<file path="src/rtl/axis_st_rst_ctrl_pkg.sv">
// axis_st_rst_ctrl_pkg
//
// Shared definitions for the AXI4-Stream self-test reset controller:
//   - axis_st_rst_ctrl_state_t : sequencing state machine encoding
//   - cnt_width()              : width of the shared assert/recover down-counter
//   - idx_width()              : width of a requester index (minimum 1 bit)
package axis_st_rst_ctrl_pkg;

  // Sequencing states. ST_ASSERT doubles as the power-on state, so the
  // controller comes out of system reset already driving the downstream
  // reset low.
  typedef enum logic [1:0] {
    ST_IDLE    = 2'd0,
    ST_ASSERT  = 2'd1,
    ST_RECOVER = 2'd2,
    ST_ACK     = 2'd3
  } axis_st_rst_ctrl_state_t;

  // Smallest width that holds every value from 0 to max(A, R) - 1, i.e.
  // ceil(log2(max(A, R))), never less than one bit. Written as a bounded
  // loop so it stays a simple constant function for elaboration.
  function automatic int cnt_width(input int assert_cycles,
                                   input int recovery_cycles);
    int max_cycles;
    int w;
    max_cycles = (assert_cycles > recovery_cycles) ? assert_cycles
                                                   : recovery_cycles;
    w = 0;
    for (int i = 0; i < 31; i++) begin
      if ((1 << i) < max_cycles) begin
        w = i + 1;
      end
    end
    return (w < 1) ? 1 : w;
  endfunction

  // Width needed to name one of n requesters; a single requester still
  // gets a one-bit index so the port never collapses to zero width.
  function automatic int idx_width(input int n);
    int w;
    w = 0;
    for (int i = 0; i < 31; i++) begin
      if ((1 << i) < n) begin
        w = i + 1;
      end
    end
    return (w < 1) ? 1 : w;
  endfunction

endpackage

</file>
<file path="src/rtl/axis_st_rst_ctrl_penc.sv">
// axis_st_rst_ctrl_penc
//
// Combinational lowest-index priority encoder. Reports the position of the
// least significant set bit of vec, and whether any bit is set at all.
//
// Ports:
//   vec   in  [NUM_REQ-1:0]            request/served mask to encode
//   idx   out [idx_width(NUM_REQ)-1:0] index of the lowest set bit (0 if none)
//   valid out 1                        high when vec has any bit set
module axis_st_rst_ctrl_penc
  import axis_st_rst_ctrl_pkg::*;
#(
  parameter int NUM_REQ = 4
) (
  input  logic [NUM_REQ-1:0]            vec,
  output logic [idx_width(NUM_REQ)-1:0] idx,
  output logic                          valid
);

  localparam int IDX_W = idx_width(NUM_REQ);

  // Scan from the top bit down so the last (lowest) set bit found wins.
  always_comb begin
    idx   = '0;
    valid = 1'b0;
    for (int i = NUM_REQ - 1; i >= 0; i--) begin
      if (vec[i]) begin
        idx   = IDX_W'(i);
        valid = 1'b1;
      end
    end
  end

endmodule

</file>
<file path="src/rtl/axis_st_rst_ctrl.sv">
// axis_st_rst_ctrl
//
// Reset controller for the AXI4-Stream self-test environment. Several
// requesters share one downstream reset domain. Requests are collected
// into a served mask, a timed assert/recover sequence is run on the
// downstream reset, and every requester in the mask gets a one-cycle ack.
// After system reset the same sequence runs once with an empty mask
// (power-on), which acknowledges nobody.
//
// Parameters:
//   NUM_REQ         number of requesters (1..16)
//   ASSERT_CYCLES   cycles rst_out_n is held low per sequence (>= 1)
//   RECOVERY_CYCLES cycles between reset release and ready (>= 1)
//   SEQ_CNT_W       width of the saturating completed-sequence counter
//
// Ports:
//   clk        in  1            single clock
//   reset_n    in  1            asynchronous active-low system reset
//   req        in  [NUM_REQ-1:0] level reset requests, one per requester
//   ack        out [NUM_REQ-1:0] one-cycle completion pulse per served requester
//   rst_out_n  out 1            downstream reset, active-low, registered
//   rst_out    out 1            complement of rst_out_n, registered
//   ready      out 1            downstream out of reset and recovered
//   busy       out 1            controller is not idle
//   last_src   out [idx_width(NUM_REQ)-1:0] lowest index of last served set
//   seq_count  out [SEQ_CNT_W-1:0] completed requested sequences, saturating
module axis_st_rst_ctrl
  import axis_st_rst_ctrl_pkg::*;
#(
  parameter int NUM_REQ         = 4,
  parameter int ASSERT_CYCLES   = 16,
  parameter int RECOVERY_CYCLES = 8,
  parameter int SEQ_CNT_W       = 16
) (
  input  logic                          clk,
  input  logic                          reset_n,
  input  logic [NUM_REQ-1:0]            req,
  output logic [NUM_REQ-1:0]            ack,
  output logic                          rst_out_n,
  output logic                          rst_out,
  output logic                          ready,
  output logic                          busy,
  output logic [idx_width(NUM_REQ)-1:0] last_src,
  output logic [SEQ_CNT_W-1:0]          seq_count
);

  localparam int CNT_W = cnt_width(ASSERT_CYCLES, RECOVERY_CYCLES);
  localparam int SRC_W = idx_width(NUM_REQ);

  // Counter reload values: each phase counts down from N-1 to 0, so the
  // phase lasts exactly N cycles including the cycle that sees zero.
  localparam logic [CNT_W-1:0]     ASSERT_LOAD  = CNT_W'(ASSERT_CYCLES - 1);
  localparam logic [CNT_W-1:0]     RECOVER_LOAD = CNT_W'(RECOVERY_CYCLES - 1);
  localparam logic [SEQ_CNT_W-1:0] SEQ_MAX      = '1;

  axis_st_rst_ctrl_state_t state;
  axis_st_rst_ctrl_state_t state_next;
  logic [CNT_W-1:0]        cnt;
  logic [CNT_W-1:0]        cnt_next;
  logic [NUM_REQ-1:0]      mask;
  logic [NUM_REQ-1:0]      mask_next;
  logic [SRC_W-1:0]        mask_low_idx;
  logic                    mask_any;

  // Lowest served requester, used for last_src; mask_any also tells us
  // whether this ACK belongs to a real request or to power-on.
  axis_st_rst_ctrl_penc #(
    .NUM_REQ(NUM_REQ)
  ) u_penc (
    .vec  (mask),
    .idx  (mask_low_idx),
    .valid(mask_any)
  );

  // Next-state logic. Requests are merged into the served mask only while
  // the downstream reset is actually asserted; anything arriving during
  // RECOVER or ACK stays pending on req and starts the next sequence from
  // IDLE, because that requester would otherwise be acked without its
  // reset having been applied after it asked.
  always_comb begin
    state_next = state;
    cnt_next   = cnt;
    mask_next  = mask;
    unique case (state)
      ST_IDLE: begin
        if (|req) begin
          mask_next  = req;
          cnt_next   = ASSERT_LOAD;
          state_next = ST_ASSERT;
        end
      end
      ST_ASSERT: begin
        mask_next = mask | req;
        if (cnt == '0) begin
          cnt_next   = RECOVER_LOAD;
          state_next = ST_RECOVER;
        end else begin
          cnt_next = cnt - CNT_W'(1);
        end
      end
      ST_RECOVER: begin
        if (cnt == '0) begin
          state_next = ST_ACK;
        end else begin
          cnt_next = cnt - CNT_W'(1);
        end
      end
      ST_ACK: begin
        mask_next  = '0;
        state_next = ST_IDLE;
      end
      default: begin
        state_next = ST_IDLE;
      end
    endcase
  end

  // State register plus registered outputs. The downstream reset and ready
  // are decoded from the next state so they change on the same edge the
  // state does, giving glitch-free registered outputs with no extra cycle
  // of latency. System reset lands in ST_ASSERT with a full counter, which
  // is what makes the power-on sequence happen without a separate path.
  always_ff @(posedge clk or negedge reset_n) begin
    if (!reset_n) begin
      state     <= ST_ASSERT;
      cnt       <= ASSERT_LOAD;
      mask      <= '0;
      rst_out_n <= 1'b0;
      rst_out   <= 1'b1;
      ready     <= 1'b0;
      last_src  <= '0;
      seq_count <= '0;
    end else begin
      state     <= state_next;
      cnt       <= cnt_next;
      mask      <= mask_next;
      rst_out_n <= (state_next != ST_ASSERT);
      rst_out   <= (state_next == ST_ASSERT);
      ready     <= (state_next == ST_ACK) || (state_next == ST_IDLE);
      // Only sequences that served somebody are counted or reported; the
      // power-on ACK leaves last_src and seq_count untouched.
      if ((state == ST_ACK) && mask_any) begin
        last_src <= mask_low_idx;
        if (seq_count != SEQ_MAX) begin
          seq_count <= seq_count + SEQ_CNT_W'(1);
        end
      end
    end
  end

  // Output decode. ack is combinational from the state register so that a
  // system reset removes it immediately along with the served mask.
  always_comb begin
    busy = (state != ST_IDLE);
    ack  = (state == ST_ACK) ? mask : '0;
  end

endmodule

</file>
<file path="config.mk">
export PLATFORM = sky130hd
export DESIGN_NAME = axis_st_rst_ctrl
export DESIGN_NICKNAME = d
export VERILOG_FILES = /design/src/rtl/axis_st_rst_ctrl_pkg.sv /design/src/rtl/axis_st_rst_ctrl_penc.sv /design/src/rtl/axis_st_rst_ctrl.sv
export SDC_FILE = /design/constraint.sdc
export NUM_CORES = 1
export LEC_CHECK = 0
export CAP_MARGIN = 10
export CORE_UTILIZATION = 45
export CTS_CLUSTER_DIAMETER = 60
export CTS_CLUSTER_SIZE = 28
export DETAILED_ROUTE_END_ITERATION = 10
export HOLD_SLACK_MARGIN = 0.06
export PLACE_DENSITY = 0.8
export SYNTH_ARGS = -nofsm -noshare
export SYNTH_HDL_FRONTEND = slang
export SYNTH_SLANG_ARGS = --single-unit
</file>
<file path="constraint.sdc">
create_clock -name clk -period 1.96 [get_ports clk]
set_clock_uncertainty 0.15 [all_clocks]
set_input_delay 0.392 -clock clk [delete_from_list [all_inputs] [get_ports clk]]
set_output_delay 0.392 -clock clk [all_outputs]
set_load 0.02 [all_outputs]
</file>
======== Word-level counts from Yosys, hierarchy flattened ========
Index checks and enable logic that the tools add are counted.
storage, ports and cells
  input bits .............................. 6
  word-level logic and storage cells ...... 51
  register bits ........................... 31
  output and inout bits ................... 26
operators by class
  reductions and logical operators ........ 12
  add/subtract/negate cells ............... 2
  muxes and demuxes ....................... 19
  equal/unequal tests ..................... 9
  bitwise operators ....................... 1
operators by type and width
  operator                 number
  $pmux W4 S3              2
  $mux W4                  5
  $add A16 B1 Y16 const B  1
  $ne A16 B16 Y1 const B   1
  $mux W2                  7
  $pmux W2 S4              1
  $eq A2 B2 Y1 const B     3
  $reduce_bool A3 Y1       2
  $eq A2 B1 Y1 const B     2
  $logic_not A2 Y1         2
  $logic_not A4 Y1         1
  $mux W1                  4
  $ne A2 B2 Y1 const B     2
  $or A4 B4 Y4             1
  $reduce_and A2 Y1        2
  $reduce_or A4 Y1         1
  $sub A4 B1 Y4 const B    1
  $reduce_and A3 Y1        1
  $ne A2 B1 Y1 const B     1
  $reduce_bool A2 Y1       1
  $logic_and A1 B1 Y1      1
  $logic_or A1 B1 Y1       1

======== Longest topological paths before layout ========
Gate-level depths: netlist (run 1).
  depth after elaboration ................. 6
  depth in mapped cells ................... 8
  mapped depth without buffers ............ 8

======== Modules after synthesis ========
From an unflattened synthesis (run 1), not the netlist that was laid out.
second synthesis, totals
  cells, all modules ...................... 164
  area total of the unflattened synthesis .. 1734.2 µm²
by module, submodules not included
  module                 area an instance (µm²)  cells each  sequential area each (µm²)  times used
  axis_st_rst_ctrl       1699.1                  157         783.3                       1
  axis_st_rst_ctrl_penc  35.0                    7           0.0                         1

======== Worst setup path after synthesis (run 1) ========
No wires, ideal clock.
  path type ............................... register -> register
  from .................................... reg seq_count[0]
  to ...................................... reg seq_count[1]
  path buffers ............................ 0
  stages on the path, launching flop included .. 6
  path slack .............................. -78 ps
  arrival time ............................ 1761 ps
  clock period less this slack ............ 2038 ps
  setup time .............................. 128 ps
  data required time ...................... 1682 ps
  path through ............................ dfrtp_1 ha_1 nand3_1 or4_4 o21ai_2 mux2_1
between the ends
  word-level cells in the longest chain between the ends .. 2
  elaborated cells between the ends (all ways) .. 3
  classes of those cells .................. add/sub: 1; eq/ne: 1; reduce/logical: 1
RTL lines
  element                                                  RTL line                 text
  start: declaration                                       axis_st_rst_ctrl.sv:44   output logic [SEQ_CNT_W-1:0] seq_count
  start signal: assignment                                 axis_st_rst_ctrl.sv:145  seq_count <= seq_count + SEQ_CNT_W'(1);
  branches (longest 2 deep; another with $add A16 B1 Y16)  --
Several ways; the timed one is not identified.
A chain may end at the register's enable or synchronous reset.

======== Worst setup path in the final report (run 1) ========
  from .................................... reg cnt[1]
  to ...................................... reg cnt[2]
between the ends
  word-level cells in the longest chain between the ends .. 3
  elaborated cells between the ends (all ways) .. 7
  classes of those cells .................. add/sub: 1; eq/ne: 1; mux: 3; reduce/logical: 2
RTL lines
  element                                                   RTL line                 text
  start: declaration                                        axis_st_rst_ctrl.sv:58   logic [CNT_W-1:0] cnt;
  start signal: assignment                                  axis_st_rst_ctrl.sv:135  cnt <= cnt_next;
  $sub A4 B1 Y4 / $logic_not A4 Y1 (equally long branches)  --
  $mux W4 (tied with other cells)                           axis_st_rst_ctrl.sv:102  if (cnt == '0) begin
  $pmux W4 S3 / $reduce_and A3 Y1 (equally long branches)   --
Parallel ways exist; a longest one is shown, timed or not. The select of a mux whose other input is x is not followed.

==> results of run 1 <==
[synth_stat cells (2+ instances only)]
| master | instances |
|---|---|
| nor4_1 | 2 |
| ha_1 | 10 |
| o21ai_1 | 3 |
| o22a_1 | 2 |
| and2_1 | 3 |
| o21ai_2 | 4 |
| nor2b_1 | 4 |
| nor2_1 | 8 |
| nand3_1 | 5 |
| a21oi_1 | 12 |
| nor3_1 | 6 |
| dfstp_2 | 6 |
| nand2_1 | 11 |
| xnor2_1 | 13 |
| o21ai_0 | 8 |
| mux2_1 | 2 |
| o211ai_1 | 6 |
| dfrtp_1 | 25 |
| inv_1 | 12 |
| o21a_1 | 2 |
| nand4_1 | 5 |
[routing by layer]
metal / up-vias / part of all wire (%)
met1: 799 / 41
met5: - / 0
met4: 0 / 3.0
li1: 789 / -
met2: 46 / 52
met3: 19 / 4.7
[kinds of logic (layout without fill, tap and decap cells)]
family / Yosys count / in the layout / synth area share (%)
AND/OR/NAND/NOR: 54 / 54 / 18.2
XOR/XNOR: 13 / 13 / 6.48
buffers and inverters: 15 / 102 / 3.70
adder cells (fa/ha/maj): 10 / 10 / 7.12
multiplexers: 3 / 3 / 1.85
AO/OA/AOI/OAI: 44 / 44 / 18.1
flip-flops: 31 / 31 / 44.6
[where the power goes]
| part | internal, mW | total [mW] | switching (mW) |
|---|---|---|---|
| sequential | 0.881 | 1.08 | 0.195 |
| clock | 0.283 | 0.521 | 0.238 |
| combinational | 0.926 | 1.82 | 0.897 |
[sequential cells by signal (all words and copies together), names as in the netlist]
register	cells
state	2
last_src	2
seq_count	16
mask	4
rst_out	1
rst_out_n	1
cnt	4
ready	1
[stage by stage]
stage / area [sq um] / power (mW)
floorplan: 1760 / 1.84
global placement: 2410 / 2.45
detailed placement: 2410 / 2.50
CTS: 2560 / 3.10
global route: 2740 / 3.63
finish: 2740 / 3.42
[final timing paths]
check                                      to  cells after the start
max in group asynchronous              cnt[0]                      2
worst max register to register         cnt[2]                      6
worst min register to register  seq_count[15]                      1
worst max-delay path                   cnt[2]                      6
min in group clk                seq_count[15]                      1
worst min-delay path             seq_count[9]                      2
[worst max-delay path, delay by kind of cell, from the launching register on]
family	cells	cell delay (ns)
compound gates	3	0.85
fa+ha+maj	1	0.16
buf+inv	1	0.05
flops	1	0.55
simple gates	1	0.16
[final cells by class]
| type | count | area, sq um | area share, % |
|---|---|---|---|
| Clock buffer | 7 | 86.3 | 3.16 |
| Clock inverter | 1 | 5.00 | 0.183 |
| Inverter | 12 | 45.0 | 1.65 |
| Multi-Input combinational cell | 124 | 1050 | 38.3 |
| Sequential cell | 31 | 791 | 28.9 |
| Tap cell | 48 | 60.1 | 2.19 |
| Timing Repair Buffer | 82 | 701 | 25.6 |
[what timing repair did]
| item | in CTS | in global routing |
|---|---|---|
| endpoints found under the setup margin | 19 | 22 |
| pin swaps | 1 | 8 |
| resized for setup | 36 | 33 |
| hold endpoints to repair | 0 | 0 |
| setup buffers | 0 | 11 |
==> results.yml, run 1 <==
outcome:
  outcome: "finished, violations left"
  failed_checks: "negative setup slack"
worst_setup_path:
  cp_slowest_cell: "dfstp_2"
  worstPathRequired_ns: 2.02
  crit_type: "reg -> reg"
  cpPeakStageDelay_ns: 0.55
  r2r_setup_slack_ns: -0.04
  critPathLaunch: "cnt[1]"
  worstReg2RegStart: "cnt[1]"
  endpoint_kind: "flop"
  startpoint_type: "flop"
  cp.arrival_ns: 2.06
  cp_max_fo: 4
  crit_chain: "inv_2, ha_4, nor3b_4, a221oi_4, o21ai_1, a221o_1"
detailed_routing:
  drt_iter0_drc: 108
  ant_nets: 0
  via_count: 1653
  routed_wl_mm: 4.81
  drcViolationCount: 0
  viasPerCell: 5.42
  dr.pass1.iters: 4
  routedWlPerCell_um: 15.8
final_layout:
  final_nets: 272
  fin_cells: 305
  layout_commonest_cell: "buf_4"
  diodes: 0
  syn_to_final_growth_pct: 55.7
  layout-drive-gt1-share_pct: 43.2
  fillers: 244
  final_util_pct: 73.6
  final_cell_mix: "buf_4 (47), clkdlybuf4s50_1 (20), dfrtp_1 (19)"
placed_design:
  port_buffers: 31
  dp_hpwl_mm: 2.76
  dp_cells: 286
  pre_cts_slack_ns: -0.199
  gp_congestion: 0.803
logic_synthesis:
  synth_cells: 170
  synth_cell_type_count: 42
  synth_fp_nets: 186
  ys_top_cells_by_area: "dfrtp_1 (36%), dfstp_2 (9.0%), ha_1 (7.1%)"
  yosysTopAreaCellShare_pct: 35.6
  yosysTopAreaCell: "dfrtp_1"
  synth_area_per_cell_sq_um: 10.3
  synth_seq_cells: 31
  async_reset_ff_share_pct: 100
  netlist_area_sq_um: 1760
  synth_ff_type: "dfrtp_1"
  synth_edf_count: 0
  ys_seq_area_share_pct: 44.6
  yosysWarnings: 0
global_route:
  antenna_found_initial: 0
  grt_usage_pct: 22.1
  grt_start_max_net_pins: 32
  grt_util_met1_pct: 27.8
  grt_pass1_vias: 1516
  overflow: 0
  top_usage_layer: "met2"
  use_met3_pct: 5.28
  use_met2_pct: 36.8
  grt_first_pass_wirelength_mm: 7.01
power_and_ir_drop:
  peakVddDrop_v: 0.000760
  power_density_nw_per_um2: 1250
  power_leakage_nw: 1.23
sta:
  drv_slew: 0
  fmax_ghz: 0.499
  period_needed_ns: 2.00
  setup_ws_ns: -0.0429
  grt_setup_unrepaired: "true"
  fin_tns_setup_ns: -0.0495
  worstMarginPinSlew_ns: 0.466
  finalSetupViolations: 3
  slew_headroom_pct: 68.9
  hold_violations: 0
  final.period_utilization_pct: 102
  hold_ws_ns: 0.354
floorplan:
  die_x_um: 64.5
  coreArea_sq_um: 3720
  chipHeight_um: 64.5
  initial_core_util_pct: 47.3
  dieArea_sq_um: 4160
  fp-row-count: 22
  ioPinCount: 32
clocking:
  clk_pin_slew_ns: 0.07
  cts_sinks: 31
  hold_buffers: 0
  clockBufferDepth: 2
  clock_latency_ns: 0.28
  h-tree-depth: 2
  root_buffer: "clkbuf_8"
  cts_tree: "yes"
  numCtsBuffers: 5
flow_run:
  drv_cap: 0
worst_hold_path:
  hold_class: "in -> async"
(Power assumes the default switching activity.)
==> run 2: changes to the inputs <==
--- a/config.mk
+++ b/config.mk
@@ -12,6 +12,7 @@
 export DETAILED_ROUTE_END_ITERATION = 10
 export HOLD_SLACK_MARGIN = 0.06
 export PLACE_DENSITY = 0.8
+export SKIP_CTS_REPAIR_TIMING = 1
 export SYNTH_ARGS = -nofsm -noshare
 export SYNTH_HDL_FRONTEND = slang
 export SYNTH_SLANG_ARGS = --single-unit
==> run 2 against run 1 <==
The flow still finishes with violations (negative setup slack). Flip-flop and latch count did not move. Clock-buffer cell count did not move. Via count fell by 2.9%. Sequential power barely moved. Hold slack got worse by 0.0030 ns. Fmax rose by 1.8%. Register-to-register slack improved by 0.04 ns. Combinational power fell by 7%. Largest power group unchanged.
==> results.yml, run 2 (synthesis gave the netlist of run 1 again) <==
sta:
  fin_tns_setup_ns: -0.00755
  setup_ws_ns: -0.00755
  worstMarginPinSlew_ns: 0.450
  final.period_utilization_pct: 100
  hold_violations: 0
  period_needed_ns: 1.97
  grt_setup_unrepaired: "true"
  fmax_ghz: 0.508
  drv_slew: 0
  finalSetupViolations: 1
  slew_headroom_pct: 69.9
final_layout:
  diodes: 0
  layout-drive-gt1-share_pct: 41.8
  largest-register: "seq_count"
  largest_reg_flops: 16
  syn_to_final_growth_pct: 53.7
  final_nets: 271
  layout_commonest_cell: "buf_4"
  reg.largest.list: "seq_count: 16 flops, cnt: 4 flops, mask: 4 flops"
  final_cell_mix: "buf_4 (47), clkdlybuf4s50_1 (20), dfrtp_1 (19)"
  final_util_pct: 72.7
  fillers: 250
detailed_routing:
  routedWlPerCell_um: 15.0
  routed_wl_mm: 4.55
  viasPerCell: 5.28
  ant_nets: 0
  via_count: 1605
  drcViolationCount: 0
  drt_iter0_drc: 73
  dr.pass1.iters: 4
global_route:
  grt_first_pass_wirelength_mm: 6.60
  grt_usage_pct: 20.6
  antenna_found_initial: 0
  grt_pass1_vias: 1481
  grt_start_max_net_pins: 32
  overflow: 0
floorplan:
  ioPinCount: 32
  die_x_um: 64.5
  coreArea_sq_um: 3720
  chipHeight_um: 64.5
  fp-row-count: 22
  initial_core_util_pct: 47.3
  dieArea_sq_um: 4160
power_and_ir_drop:
  power_leakage_nw: 1.23
  peakVddDrop_v: 0.000731
  power_density_nw_per_um2: 1210
worst_setup_path:
  cp_max_fo: 6
  worstPathRequired_ns: 2.02
  cp_slowest_cell: "dfstp_2"
  crit_type: "reg -> reg"
  cpPeakStageDelay_ns: 0.57
  cp.arrival_ns: 2.02
  crit_chain: "ha_4, buf_6, o41ai_4, nor4_2, buf_4, nand4_1, xnor2_1"
  crit_buf_inv: 2
  r2r_setup_slack_ns: -0.008
  startpoint_type: "flop"
  endpoint_kind: "flop"
  critical-path-top-delay-family: "flip-flops"
placed_design:
  gp_congestion: 0.803
  port_buffers: 31
  dp_hpwl_mm: 2.76
clocking:
  clock_latency_ns: 0.29
  cts_sinks: 31
  h-tree-depth: 2
  root_buffer: "clkbuf_8"
  clockBufferDepth: 2
  cts_tree: "yes"
  numCtsBuffers: 5
  clk_pin_slew_ns: 0.07
outcome:
  failed_checks: "negative setup slack"
  outcome: "finished, violations left"
flow_run:
  drv_cap: 0
worst_hold_path:
  hold_class: "in -> async"
-- run 2: metrics by stage --
step | std cells | instance area, sq um | power (mW) | hold WS (ns) | worst slack (ns)
global placement | 286 | 2410 | 2.45 | 0.363 | -0.155
detailed placement | 286 | 2410 | 2.50 | 0.366 | -0.199
finish | 304 | 2700 | 3.28 | 0.351 | -0.00755
global route | 304 | 2700 | 3.50 | 0.378 | -0.173
floorplan | 170 | 1760 | 1.84 | -0.0536 | 0.00244
CTS | 294 | 2500 | 3.03 | 0.365 | -0.460
-- run 2: final timing paths --
kind / endpoint / cells after the start / start
max: seq_count[13] / 7 / state[0]
min: seq_count[15] / 2 / reset_n
max in group asynchronous: state[0] / 2 / reset_n
max reg2reg: seq_count[13] / 7 / state[0]
min in group clk: seq_count[15] / 1 / seq_count[15]
min reg2reg: seq_count[15] / 1 / seq_count[15]
-- run 2: area by class of cell --
cell class	count	area (sq um)	area share [%]
tap	48	60.1	2.22
multi-input combinational	124	1030	38.1
inverter	12	45.0	1.67
clock inverter	1	5.00	0.185
timing repair buffer	81	687	25.4
sequential	31	791	29.3
clock buffer	7	86.3	3.19
-- run 2: per-layer routing --
layer  global-route usage, %  vias up  wire [um]
met2                    34.3       34       2340
met3                    4.75        8        153
met5                       0        -          0
met4                    6.67        0         64
met1                    26.3      781       1990
li1                        -      782          -
-- run 2: power by group --
| part | total [mW] | switching (mW) | internal, mW |
|---|---|---|---|
| clock network | 0.515 | 0.232 | 0.283 |
| registers | 1.07 | 0.191 | 0.881 |
| logic | 1.69 | 0.824 | 0.871 |
-- run 2: worst register-to-register path, stage by stage (launching register included) --
cell	delay, ns
dfstp_2	0.57
ha_4	0.17
buf_6	0.12
o41ai_4	0.10
nor4_2	0.33
buf_4	0.17
nand4_1	0.09
xnor2_1	0.19
==> run 3: changes to the inputs <==
--- a/config.mk
+++ b/config.mk
@@ -7,12 +7,15 @@
 export LEC_CHECK = 0
 export CAP_MARGIN = 10
 export CORE_UTILIZATION = 45
+export CTS_BUF_LIST = sky130_fd_sc_hd__clkbuf_16
 export CTS_CLUSTER_DIAMETER = 60
 export CTS_CLUSTER_SIZE = 28
 export DETAILED_ROUTE_END_ITERATION = 10
 export HOLD_SLACK_MARGIN = 0.06
 export PLACE_DENSITY = 0.8
+export RECOVER_POWER = 50
 export SKIP_CTS_REPAIR_TIMING = 1
+export SKIP_LAST_GASP = 1
 export SYNTH_ARGS = -nofsm -noshare
 export SYNTH_HDL_FRONTEND = slang
 export SYNTH_SLANG_ARGS = --single-unit
==> run 3 against run 2 <==
The flow still finishes with violations (negative setup slack). Routed wire length is 2.4% lower. Clock power increased by 38%. Hold slack gained 0.034 ns. Die area is the same. Critical path depth is 2 lower. Cell count down 1.3%. Non-clock buffer count is 4 lower. Fmax fell by 0.55%. Utilization rose by 0.40 points. Via count fell by 0.50%. Critical path type unchanged. Critical endpoint is now seq_count[1].
==> results.yml, run 3 (synthesis gave the netlist of run 1 again) <==
clocking:
  clockBufferDepth: 2
  cts_sinks: 31
  h-tree-depth: 2
  cts_tree: "yes"
  clk_pin_slew_ns: 0.05
  root_buffer: "clkbuf_16"
  numCtsBuffers: 5
  clock_latency_ns: 0.27
placed_design:
  dp_hpwl_mm: 2.76
  placed_area_sq_um: 2410
  gp_congestion: 0.803
  dp_cells: 286
  port_buffers: 31
detailed_routing:
  routedWlPerCell_um: 14.8
  viasPerCell: 5.32
  ant_nets: 0
  dr.pass1.iters: 4
  wl_met3_um: 102
  via_count: 1597
  m1WireLength_mm: 1.90
  routed_wl_mm: 4.44
  maxUsedRoutingLayer: "met4"
  drt_iter0_drc: 98
  route.met2.wl_mm: 2.39
  drcViolationCount: 0
final_layout:
  layout-drive-gt1-share_pct: 37.7
  final_nets: 267
  syn_to_final_growth_pct: 54.6
  final_cell_mix: "buf_4 (42), clkdlybuf4s50_1 (24), dfrtp_1 (22)"
  largest-register: "seq_count"
  layout_commonest_cell: "buf_4"
  final_util_pct: 73.1
  fin_area_sq_um: 2720
  reg.largest.list: "seq_count: 16 flops, cnt: 4 flops, mask: 4 flops"
  diodes: 0
  largest_reg_flops: 16
  fin_cells: 300
sta:
  fmax_ghz: 0.505
  slew_headroom_pct: 48.6
  hold_violations: 0
  grt_setup_unrepaired: "true"
  setup_ws_ns: -0.0184
  finalSetupViolations: 2
  worstMarginPinSlew_ns: 0.771
  period_needed_ns: 1.98
  drv_slew: 0
  final.period_utilization_pct: 101
floorplan:
  chipHeight_um: 64.5
  initial_core_util_pct: 47.3
  fp-row-count: 22
  die_x_um: 64.5
  dieArea_sq_um: 4160
  coreArea_sq_um: 3720
  ioPinCount: 32
power_and_ir_drop:
  switchingPower_mw: 1.27
  power_frac_seq_pct: 31.2
  power_leakage_nw: 1.22
  sw_frac_of_total_pct: 36.9
  power_density_nw_per_um2: 1270
  intPower_mw: 2.18
  pwr-share-comb_pct: 48.1
  clock_power_share_pct: 20.7
  peakVddDrop_v: 0.000718
global_route:
  overflow: 0
  grt_usage_pct: 20.5
  grt_pass1_vias: 1497
  antenna_found_initial: 0
  grt_start_max_net_pins: 32
  grt_first_pass_wirelength_mm: 6.61
worst_setup_path:
  startpoint_type: "flop"
  worstReg2RegStart: "mask[1]"
  cp.arrival_ns: 1.98
  rr_worst_depth: 5
  critPathLaunch: "mask[1]"
  cp_max_fo: 6
  worstPathRequired_ns: 1.96
  r2r-end: "seq_count[1]"
  crit_type: "reg -> reg"
  r2r_setup_slack_ns: -0.02
  endpoint_kind: "flop"
  timing.critical_path.to: "seq_count[1]"
worst_hold_path:
  hold_class: "reg -> reg"
outcome:
  outcome: "finished, violations left"
  failed_checks: "negative setup slack"
flow_run:
  drv_cap: 0
==> run 3: changes by cell type in the layout (fill, tap and decap cells not counted), sizes merged <==
cell	change
clkdlybuf4s50	+4
dlygate4sd3	+1
dlymetal6s2s	-2
inv	+1
clkbuf	-4
buf	-5
clkinv	+1
==> run 3: worst max-delay path, cell delays in order, from the launching register on <==
cell	delay (ns)
dfrtp_1	0.45
o41ai_4	0.57
buf_4	0.20
inv_1	0.06
o21ai_2	0.07
mux2_1	0.35
==> run 3: per-layer routing <==
layer / up-vias / GRT usage, %
li1: 776 / -
met1: 782 / 25.8
met2: 33 / 35.7
met3: 6 / 4.75
met4: 0 / 4.17
met5: - / 0
==> run 3: per-stage QoR <==
stage | setup TNS, ns | worst slack [ns] | hold slack, ns | power, mW
after global routing | -0.744 | -0.136 | 0.409 | 3.68
after global placement | -1.68 | -0.155 | 0.363 | 2.45
after CTS | -2.97 | -0.451 | 0.374 | 3.24
after floorplan | 0 | 0.00244 | -0.0536 | 1.84
after detailed placement | -2.07 | -0.199 | 0.366 | 2.50
final | -0.0257 | -0.0184 | 0.385 | 3.45
==> run 3: worst min-delay path by stage <==
stage / from / end / slack (ns) / cells past startpoint
2_1_floorplan: reset_n / last_src[0] / -0.05 / 0
5_1_grt: seq_count[3] / seq_count[3] / 0.41 / 1
3_3_place_gp: seq_count[15] / seq_count[15] / 0.36 / 1
6_report: seq_count[15] / seq_count[15] / 0.39 / 1
3_5_place_dp: seq_count[15] / seq_count[15] / 0.37 / 1
4_1_cts: seq_count[15] / seq_count[15] / 0.37 / 1
==> run 3: power by group through the flow <==
stage / logic [mW] / clock network [mW] / registers, mW
after global routing: 1.82 / 0.761 / 1.10
final: 1.66 / 0.713 / 1.08
after detailed placement: 1.45 / 0 / 1.05
after CTS: 1.46 / 0.725 / 1.05
after floorplan: 0.704 / 0 / 1.13
after global placement: 1.40 / 0 / 1.05
==> run 3: final cells by class <==
class	instances	area (sq um)
flip-flops and latches	31	787
well taps	48	60.1
clock buffers	5	125
fillers	253	998
multi-input cells	124	1020
clock inverters	3	12.5
inverters	12	45.0
repair buffers	77	664
